===== config.mk =====
export PLATFORM = sky130hd
export DESIGN_NAME = temp_bcd_converter_flat
export DESIGN_NICKNAME = d
export VERILOG_FILES = /design/src/rtl/temp_bcd_if.sv /design/src/rtl/temp_bcd_converter.sv /design/src/flat_wrapper.sv
export SDC_FILE = /design/constraint.sdc
export NUM_CORES = 1
export LEC_CHECK = 0
export ABC_AREA = 1
export ABC_CLOCK_PERIOD_IN_PS = 2500
export CAP_MARGIN = 10
export CORE_ASPECT_RATIO = 0.5
export CORE_UTILIZATION = 50
export CTS_CLUSTER_DIAMETER = 200
export CTS_CLUSTER_SIZE = 20
export DETAILED_ROUTE_END_ITERATION = 8
export PLACE_DENSITY = 0.74
export SYNTH_ARGS = -nofsm -noshare
export SYNTH_HDL_FRONTEND = slang
export SYNTH_SLANG_ARGS = --single-unit

===== constraint.sdc =====
create_clock -name clk -period 2.5 [get_ports clk]
set_input_delay 0.625 -clock clk [delete_from_list [all_inputs] [get_ports clk]]
set_output_delay 0.625 -clock clk [all_outputs]
set_load 0.01 [all_outputs]

===== src/rtl/temp_bcd_if.sv =====
// Handshake/result bundle between a temperature source and temp_bcd_converter.
// master: drives start/temp_bin, sees busy/done/digits/overflow. slave: the converter.
interface temp_bcd_if #(
  parameter int IN_WIDTH = 10
);
  logic                start;
  logic [IN_WIDTH-1:0] temp_bin;
  logic                busy;
  logic                done;
  logic [3:0]          temp_value_100;
  logic [3:0]          temp_value_10;
  logic [3:0]          temp_value_1;
  logic                overflow;

  modport master (
    output start,
    output temp_bin,
    input  busy,
    input  done,
    input  temp_value_100,
    input  temp_value_10,
    input  temp_value_1,
    input  overflow
  );

  modport slave (
    input  start,
    input  temp_bin,
    output busy,
    output done,
    output temp_value_100,
    output temp_value_10,
    output temp_value_1,
    output overflow
  );
endinterface


===== src/rtl/temp_bcd_converter.sv =====
// Iterative binary-to-BCD converter (double dabble) for the temperature readout.
// Ports: clk, reset (sync, active-high), bus (temp_bcd_if.slave: start, temp_bin,
//   busy, done, temp_value_100/10/1, overflow). Macro TEMP_BCD_CLAMP_EN clamps
//   overflowed samples to 999; otherwise digits show temp_bin mod 1000.
module temp_bcd_converter #(
  parameter int IN_WIDTH = 10
) (
  input logic       clk,
  input logic       reset,
  temp_bcd_if.slave bus
);
  localparam int CW = $clog2(IN_WIDTH);
  localparam logic [IN_WIDTH-1:0] MAX_DEC = IN_WIDTH'(999);
  localparam logic [CW-1:0] CNT_INIT = CW'(IN_WIDTH - 1);

  if (IN_WIDTH < 10 || IN_WIDTH > 14) begin : g_bad_width
    $error("temp_bcd_converter: IN_WIDTH must be 10..14");
  end

  typedef enum logic [1:0] {
    S_IDLE,
    S_SHIFT,
    S_DONE
  } state_t;

  state_t              r_state;
  logic [IN_WIDTH-1:0] r_bin;
  logic [11:0]         r_bcd;
  logic [CW-1:0]       r_cnt;
  logic                r_ovf;
  logic                r_busy;
  logic                r_done;
  logic [3:0]          r_d100;
  logic [3:0]          r_d10;
  logic [3:0]          r_d1;
  logic                r_overflow;

  logic [11:0] w_adj;
  logic [11:0] w_bcd_nxt;
  logic        w_unused_carry;
  logic [11:0] w_res;

  function automatic logic [3:0] add3(input logic [3:0] n);
    return (n >= 4'd5) ? n + 4'd3 : n;
  endfunction

  assign w_adj = {add3(r_bcd[11:8]),
                  add3(r_bcd[7:4]),
                  add3(r_bcd[3:0])};

  // The bit leaving the hundreds nibble is dropped: result is mod 1000.
  assign {w_unused_carry, w_bcd_nxt} =
    {w_adj, r_bin[IN_WIDTH-1]};

`ifdef TEMP_BCD_CLAMP_EN
  assign w_res = r_ovf ? 12'h999 : r_bcd;
`else
  assign w_res = r_bcd;
`endif

  // busy stays high through the cycle that shows done, so the
  // next sample is accepted one edge after the result appears.
  always_ff @(posedge clk) begin
    if (reset) begin
      r_state    <= S_IDLE;
      r_bin      <= '0;
      r_bcd      <= '0;
      r_cnt      <= '0;
      r_ovf      <= 1'b0;
      r_busy     <= 1'b0;
      r_done     <= 1'b0;
      r_d100     <= 4'd0;
      r_d10      <= 4'd0;
      r_d1       <= 4'd0;
      r_overflow <= 1'b0;
    end else begin
      r_done <= 1'b0;
      unique case (r_state)
        S_IDLE: begin
          r_busy <= 1'b0;
          if (bus.start) begin
            r_bin   <= bus.temp_bin;
            r_bcd   <= '0;
            r_cnt   <= CNT_INIT;
            r_ovf   <= (bus.temp_bin > MAX_DEC);
            r_busy  <= 1'b1;
            r_state <= S_SHIFT;
          end
        end
        S_SHIFT: begin
          r_bcd <= w_bcd_nxt;
          r_bin <= {r_bin[IN_WIDTH-2:0], 1'b0};
          if (r_cnt == '0) begin
            r_state <= S_DONE;
          end else begin
            r_cnt <= r_cnt - 1'b1;
          end
        end
        S_DONE: begin
          r_d100     <= w_res[11:8];
          r_d10      <= w_res[7:4];
          r_d1       <= w_res[3:0];
          r_overflow <= r_ovf;
          r_done     <= 1'b1;
          r_state    <= S_IDLE;
        end
        default: begin
          r_state <= S_IDLE;
        end
      endcase
    end
  end

  assign bus.busy           = r_busy;
  assign bus.done           = r_done;
  assign bus.temp_value_100 = r_d100;
  assign bus.temp_value_10  = r_d10;
  assign bus.temp_value_1   = r_d1;
  assign bus.overflow       = r_overflow;

endmodule


===== src/flat_wrapper.sv =====
// flat-port wrapper written by rule: the top's interface ports become plain ports
module temp_bcd_converter_flat 
#(
  parameter int IN_WIDTH = 10
)
  (clk, reset, bus_start, bus_temp_bin, bus_busy, bus_done, bus_temp_value_100, bus_temp_value_10, bus_temp_value_1, bus_overflow);
  temp_bcd_if #(.IN_WIDTH(IN_WIDTH)) bus_i ();
  input logic clk;
  input logic reset;
  input wire logic [$bits(bus_i.start)-1:0] bus_start;
  input wire logic [$bits(bus_i.temp_bin)-1:0] bus_temp_bin;
  output wire logic [$bits(bus_i.busy)-1:0] bus_busy;
  output wire logic [$bits(bus_i.done)-1:0] bus_done;
  output wire logic [$bits(bus_i.temp_value_100)-1:0] bus_temp_value_100;
  output wire logic [$bits(bus_i.temp_value_10)-1:0] bus_temp_value_10;
  output wire logic [$bits(bus_i.temp_value_1)-1:0] bus_temp_value_1;
  output wire logic [$bits(bus_i.overflow)-1:0] bus_overflow;
  assign bus_i.start = bus_start;
  assign bus_i.temp_bin = bus_temp_bin;
  assign bus_busy = bus_i.busy;
  assign bus_done = bus_i.done;
  assign bus_temp_value_100 = bus_i.temp_value_100;
  assign bus_temp_value_10 = bus_i.temp_value_10;
  assign bus_temp_value_1 = bus_i.temp_value_1;
  assign bus_overflow = bus_i.overflow;
  temp_bcd_converter #(.IN_WIDTH(IN_WIDTH)) u_core (.clk(clk), .reset(reset), .bus(bus_i));
endmodule

== After elaboration in Yosys (flattened, before gate mapping) ==
Cells that the tools add are included.
Operators by class
  $lt $le $gt $ge: 4
  multiplexer cells: 15
  $add $sub $neg: 4
  reductions and logical operators: 7
  equal/unequal tests: 5
Operators with widths (count)
  case mux 12 bit (2 select lines): 1
  case mux 10 bit (2 select lines): 1
  two-way mux 4 bit: 4
  greater-or-equal comparator 4 x 3 -> 1 bit, second input constant: 3
  two-way mux 12 bit: 1
  > comparator 10 bit, second input constant: 1
  two-way mux 10 bit: 1
  adder 4 x 2 -> 4 bit, second input constant: 2
  case mux 4 bit (2 select lines): 1
  AND reduction 2 bit: 3
  zero test 4 bit: 1
  two-way mux 2 bit: 2
  != test 2 bit, second input constant: 2
  case mux 2 bit (2 select lines): 1
  subtractor 4 x 1 -> 4 bit, second input constant: 1
  adder 3 x 2 -> 3 bit, second input constant: 1
  two-way mux 3 bit: 1
  AND reduction 3 bit: 1
  == test 2 x 1 -> 1 bit, second input constant: 1
  == test 2 bit, second input constant: 1
  zero test 2 bit: 1
  two-way mux 1 bit: 2
  != test 2 x 1 -> 1 bit, second input constant: 1
  nonzero test 2 bit: 1
Word-level totals
  register bits: 44
  word-level logic and storage cells: 46
  output and inout bits: 15
  bits of input ports: 13

== Logic depth before layout (Yosys ltp) ==
  word-level depth: 3
  gate-level depth with buffers: 9
  depth with buffers taken out: 9

== Least setup slack after synthesis ==
No wires, ideal clock.
  path kind: input-to-reg
  start: input port reset
  end: register u_core.r_overflow (netlist: u_core.bus.overflow)
  arrival time: 1.287 ns
  cell stages on the path: 5
  data required time: 2.430 ns
  buffers on the path: 2
  setup slack: 1.143 ns
  setup time: 0.070 ns
  path through: buf_6 -> inv_1 -> clkbuf_1 -> o21ai_0 -> a21oi_1
RTL lines
  start, declared: RTL line flat_wrapper.sv:9  | input logic reset;
  end signal, assigned: RTL line temp_bcd_converter.sv:103  | r_overflow <= r_ovf;
  end, declared: RTL line temp_bcd_converter.sv:36  | logic r_overflow;

== Worst setup path in the final report ==
  start: register u_core.r_d10[0] (netlist: u_core.bus.temp_value_10[0])
  end: output port bus_temp_value_10[0]
RTL lines
  start, declared: RTL line temp_bcd_converter.sv:34  | logic [3:0] r_d10;
  start signal, assigned: RTL line temp_bcd_converter.sv:101  | r_d10 <= w_res[7:4];
  end, declared: RTL line flat_wrapper.sv:15  | output wire logic [$bits(bus_i.temp_value_10)-1:0] bus_temp_value_10;
No word-level cell between the ends.

==> impl_results.md <==
- Post-Synth Adder-Cell Area: 0.0489
- Max-cap violations: 0
- Mux contribution to synthesized area: 0
- Drt via density: 5.02
- Hpwl dp: approximately 2800 um
- Register area: about 880 um^2
- Final setup TNS: 0 ns
- Crit-path cells: clkdlybuf4s50_1
- Port bufs: 27
- Area of the multi-input gates: 978 um^2
- Synth Warn #: 0
- Leak: 1.01 nW
- Commonest non-fill, non-tap cells in the layout: nand2_1 (89), dfxtp_1 (44), a21oi_1 (34)
- Number of gates resized after CTS: 0
- Crit path max-delay family: buffers and inverters
- Drt drc: 0
- Most common cell after layout, fill and taps aside: nand2_1
- Hold_buf cts: 0
- CP Max Fanout: 2
- Mapped Nets: 307
- Cell Count Post-Placement: 358
- Area growth syn-to-layout: 17.5%
- Overall Power: 1.49 mW
- Flop2flop setup slack: 0.86 ns
- Synth unique cells: 21
- Min Tclk post-route: around 1.8 ns
- Mapped Cells: approximately 290
- Gp weighted congestion: around 0.77
- First-pass GRT wire length: 6210 um
- Final hold violations: 0
- IO Pins: 28
- Initial antenna violation count: 0
- DRT antenna net count: 0
- Clock Skew: between 0.004 and 0.005 ns
- Worst path slowest cell: clkdlybuf4s50_1
- Max Root-Sink Buffers: 2
- Nets: 332
- Max Freq: 0.554 GHz
- Vias after detailed routing: 1839
- Row cnt: 16
- Final period util: 0.723
- Largest family of logic cells by synthesized area: simple AND/OR/NAND/NOR gates
- Finished Layout Cells: around 370
- Async S/R FF share, synth: 0
- Post-synthesis sequential area ratio: 0.430
- Wirelength, routed: 3940 um
- CP Class: register to output pin
- Filler cells: ~350
- Crit path capture type: output pin
- Drt wl/cell: about 11 um
- Syn avg cell area: 7.16 um^2
- CP max stage delay: 0.53 ns
- Clock Sinks: 44
- Number of antenna repair diodes: 0
- Synth Register Bits: 44
- Worst Tran Pin Value: roughly 0.61 ns
- Main flop type after synthesis: dfxtp_1
- DR iter-0 viols: between 70 and 80
- DP Worst Slack: 0.511 ns
- CTS H-Tree Depth: 2
- Post-synthesis compound-gate area fraction: 0.148
- Gr ovfl total: 0
- Fin. max-slew vios: 0
- Worst Path Required: 1.88 ns
- Final Worst Setup Slack: 0.694 ns
- Simple-gate portion of the synthesized area: 0.280
- TritonCTS clock tree: done
- Startpoint Class: register
- Buffers & Inverters on Critical Path: 1
- Initial core utilization: 0.525
- Worst skew pair latency: approximately 0.31 ns
- Setup bufs post-CTS: 0
- Worst-path clk slew: 0.09 ns
- Pwr/cell area: between 600 and 700 mW/mm^2
- Maximum VDD drop: between 300 and 400 uV
- Rel. slew slack: 0.591
- RSZ-0062 raised after global routing: false
- EDFF count, synth: 0
- CORE AREA: 0.00390 mm^2
- Root Buffer: clkbuf_8
- Crit path arrival time: 1.18 ns
- Setup Viol. Count Final: 0
- Die W: 92.5 um
- GRT Util Overall: 0.190
- Die Y: 47.3 um
- Hold Path Class: register to register
- Number of CTS-inserted buffers: 5
- Mapped cell area: a little over 0.002 mm^2
- Status: completed
- Vias in the first global route: 1461
- Die ar.: 0.00437 mm^2
- Layout cell share with drive strength beyond 1: 0.0545
- Post-synthesis xor/xnor area fraction: 0
- Detailed Routing Iterations Pass 1: 4
- Pin count of the biggest net entering global routing: 28
## area by class of cell
type / instances / area share
clock buffers: 5 / 0.0286
well taps: 54 / 0.0281
inverters: 27 / 0.0421
flip-flops and latches: 44 / 0.366
clock inverters: 3 / 0.00988
repair buffers: 29 / 0.119
multi-input cells: 204 / 0.407
## flip-flops by register name, summed over array words and instances, names as in the netlist
name	cells
u_core.r_ovf	1
u_core.bus.temp_value_100	4
u_core.r_cnt	4
u_core.bus.temp_value_1	4
u_core.r_bin	10
u_core.r_state	2
u_core.r_bcd	12
u_core.bus.temp_value_10	4
u_core.bus.overflow	1
u_core.bus.done	1
u_core.bus.busy	1
## worst min-delay path, cell delays in order (launching register included)
cell	delay (ns)
dfxtp_1	0.32
nand2_1	0.06
a21oi_1	0.05
## power by group
part	switching (mW)	internal [mW]	total [mW]
Clock	0.260	0.198	0.458
Combinational	0.154	0.104	0.257
Sequential	0.0263	0.746	0.772
## kinds of logic after synthesis
logic type | after synthesis
adders and majority gates | 8
AOI/OAI and AO/OA | 57
DFF | 44
buffers and inverters | 38
and+or+nand+nor | 139
## layer usage
| layer | global-route usage | vias to the layer above | share of wire |
|---|---|---|---|
| met5 | 0 | - | 0 |
| met4 | 0.0750 | 0 | 0.0068 |
| met3 | 0.0583 | 4 | 0.044 |
| met2 | 0.330 | 31 | 0.46 |
| met1 | 0.230 | 832 | 0.48 |
| li1 | - | 972 | - |
## synth_stat cells (2+ instances only)
cell type  number  share of area
nand4_1         7          0.021
ha_1            8          0.049
buf_4           2         0.0073
dfxtp_1        44           0.43
inv_1          24          0.044
nand3_1        17          0.042
o21ai_0        19          0.046
inv_2           3         0.0055
clkbuf_1        3         0.0055
nor2_1         22          0.040
buf_6           5          0.027
a21oi_1        34          0.083
nand2_1        89           0.16
o211ai_1        2         0.0073
## metrics by stage
| stage | instance area, um^2 | hold WS [ns] | util |
|---|---|---|---|
| floorplan | 2050 | 0.425 | - |
| global placement | 2310 | 0.451 | 0.593 |
| detailed placement | 2310 | 0.456 | 0.593 |
| CTS | 2410 | 0.469 | 0.616 |
| global route | 2410 | 0.488 | 0.616 |
| finish | 2410 | 0.467 | 0.616 |
## worst paths after layout
| path | from | end | cells past startpoint |
|---|---|---|---|
| max | u_core.bus.temp_value_10[0] | bus_temp_value_10[0] | 1 |
| min | u_core.r_bcd[9] | u_core.r_bcd[9] | 2 |
| max reg2reg | u_core.r_state[0] | u_core.r_bcd[4] | 8 |
| min reg2reg | u_core.r_bcd[9] | u_core.r_bcd[9] | 2 |
Note: power is estimated with default switching activity, not from simulation.
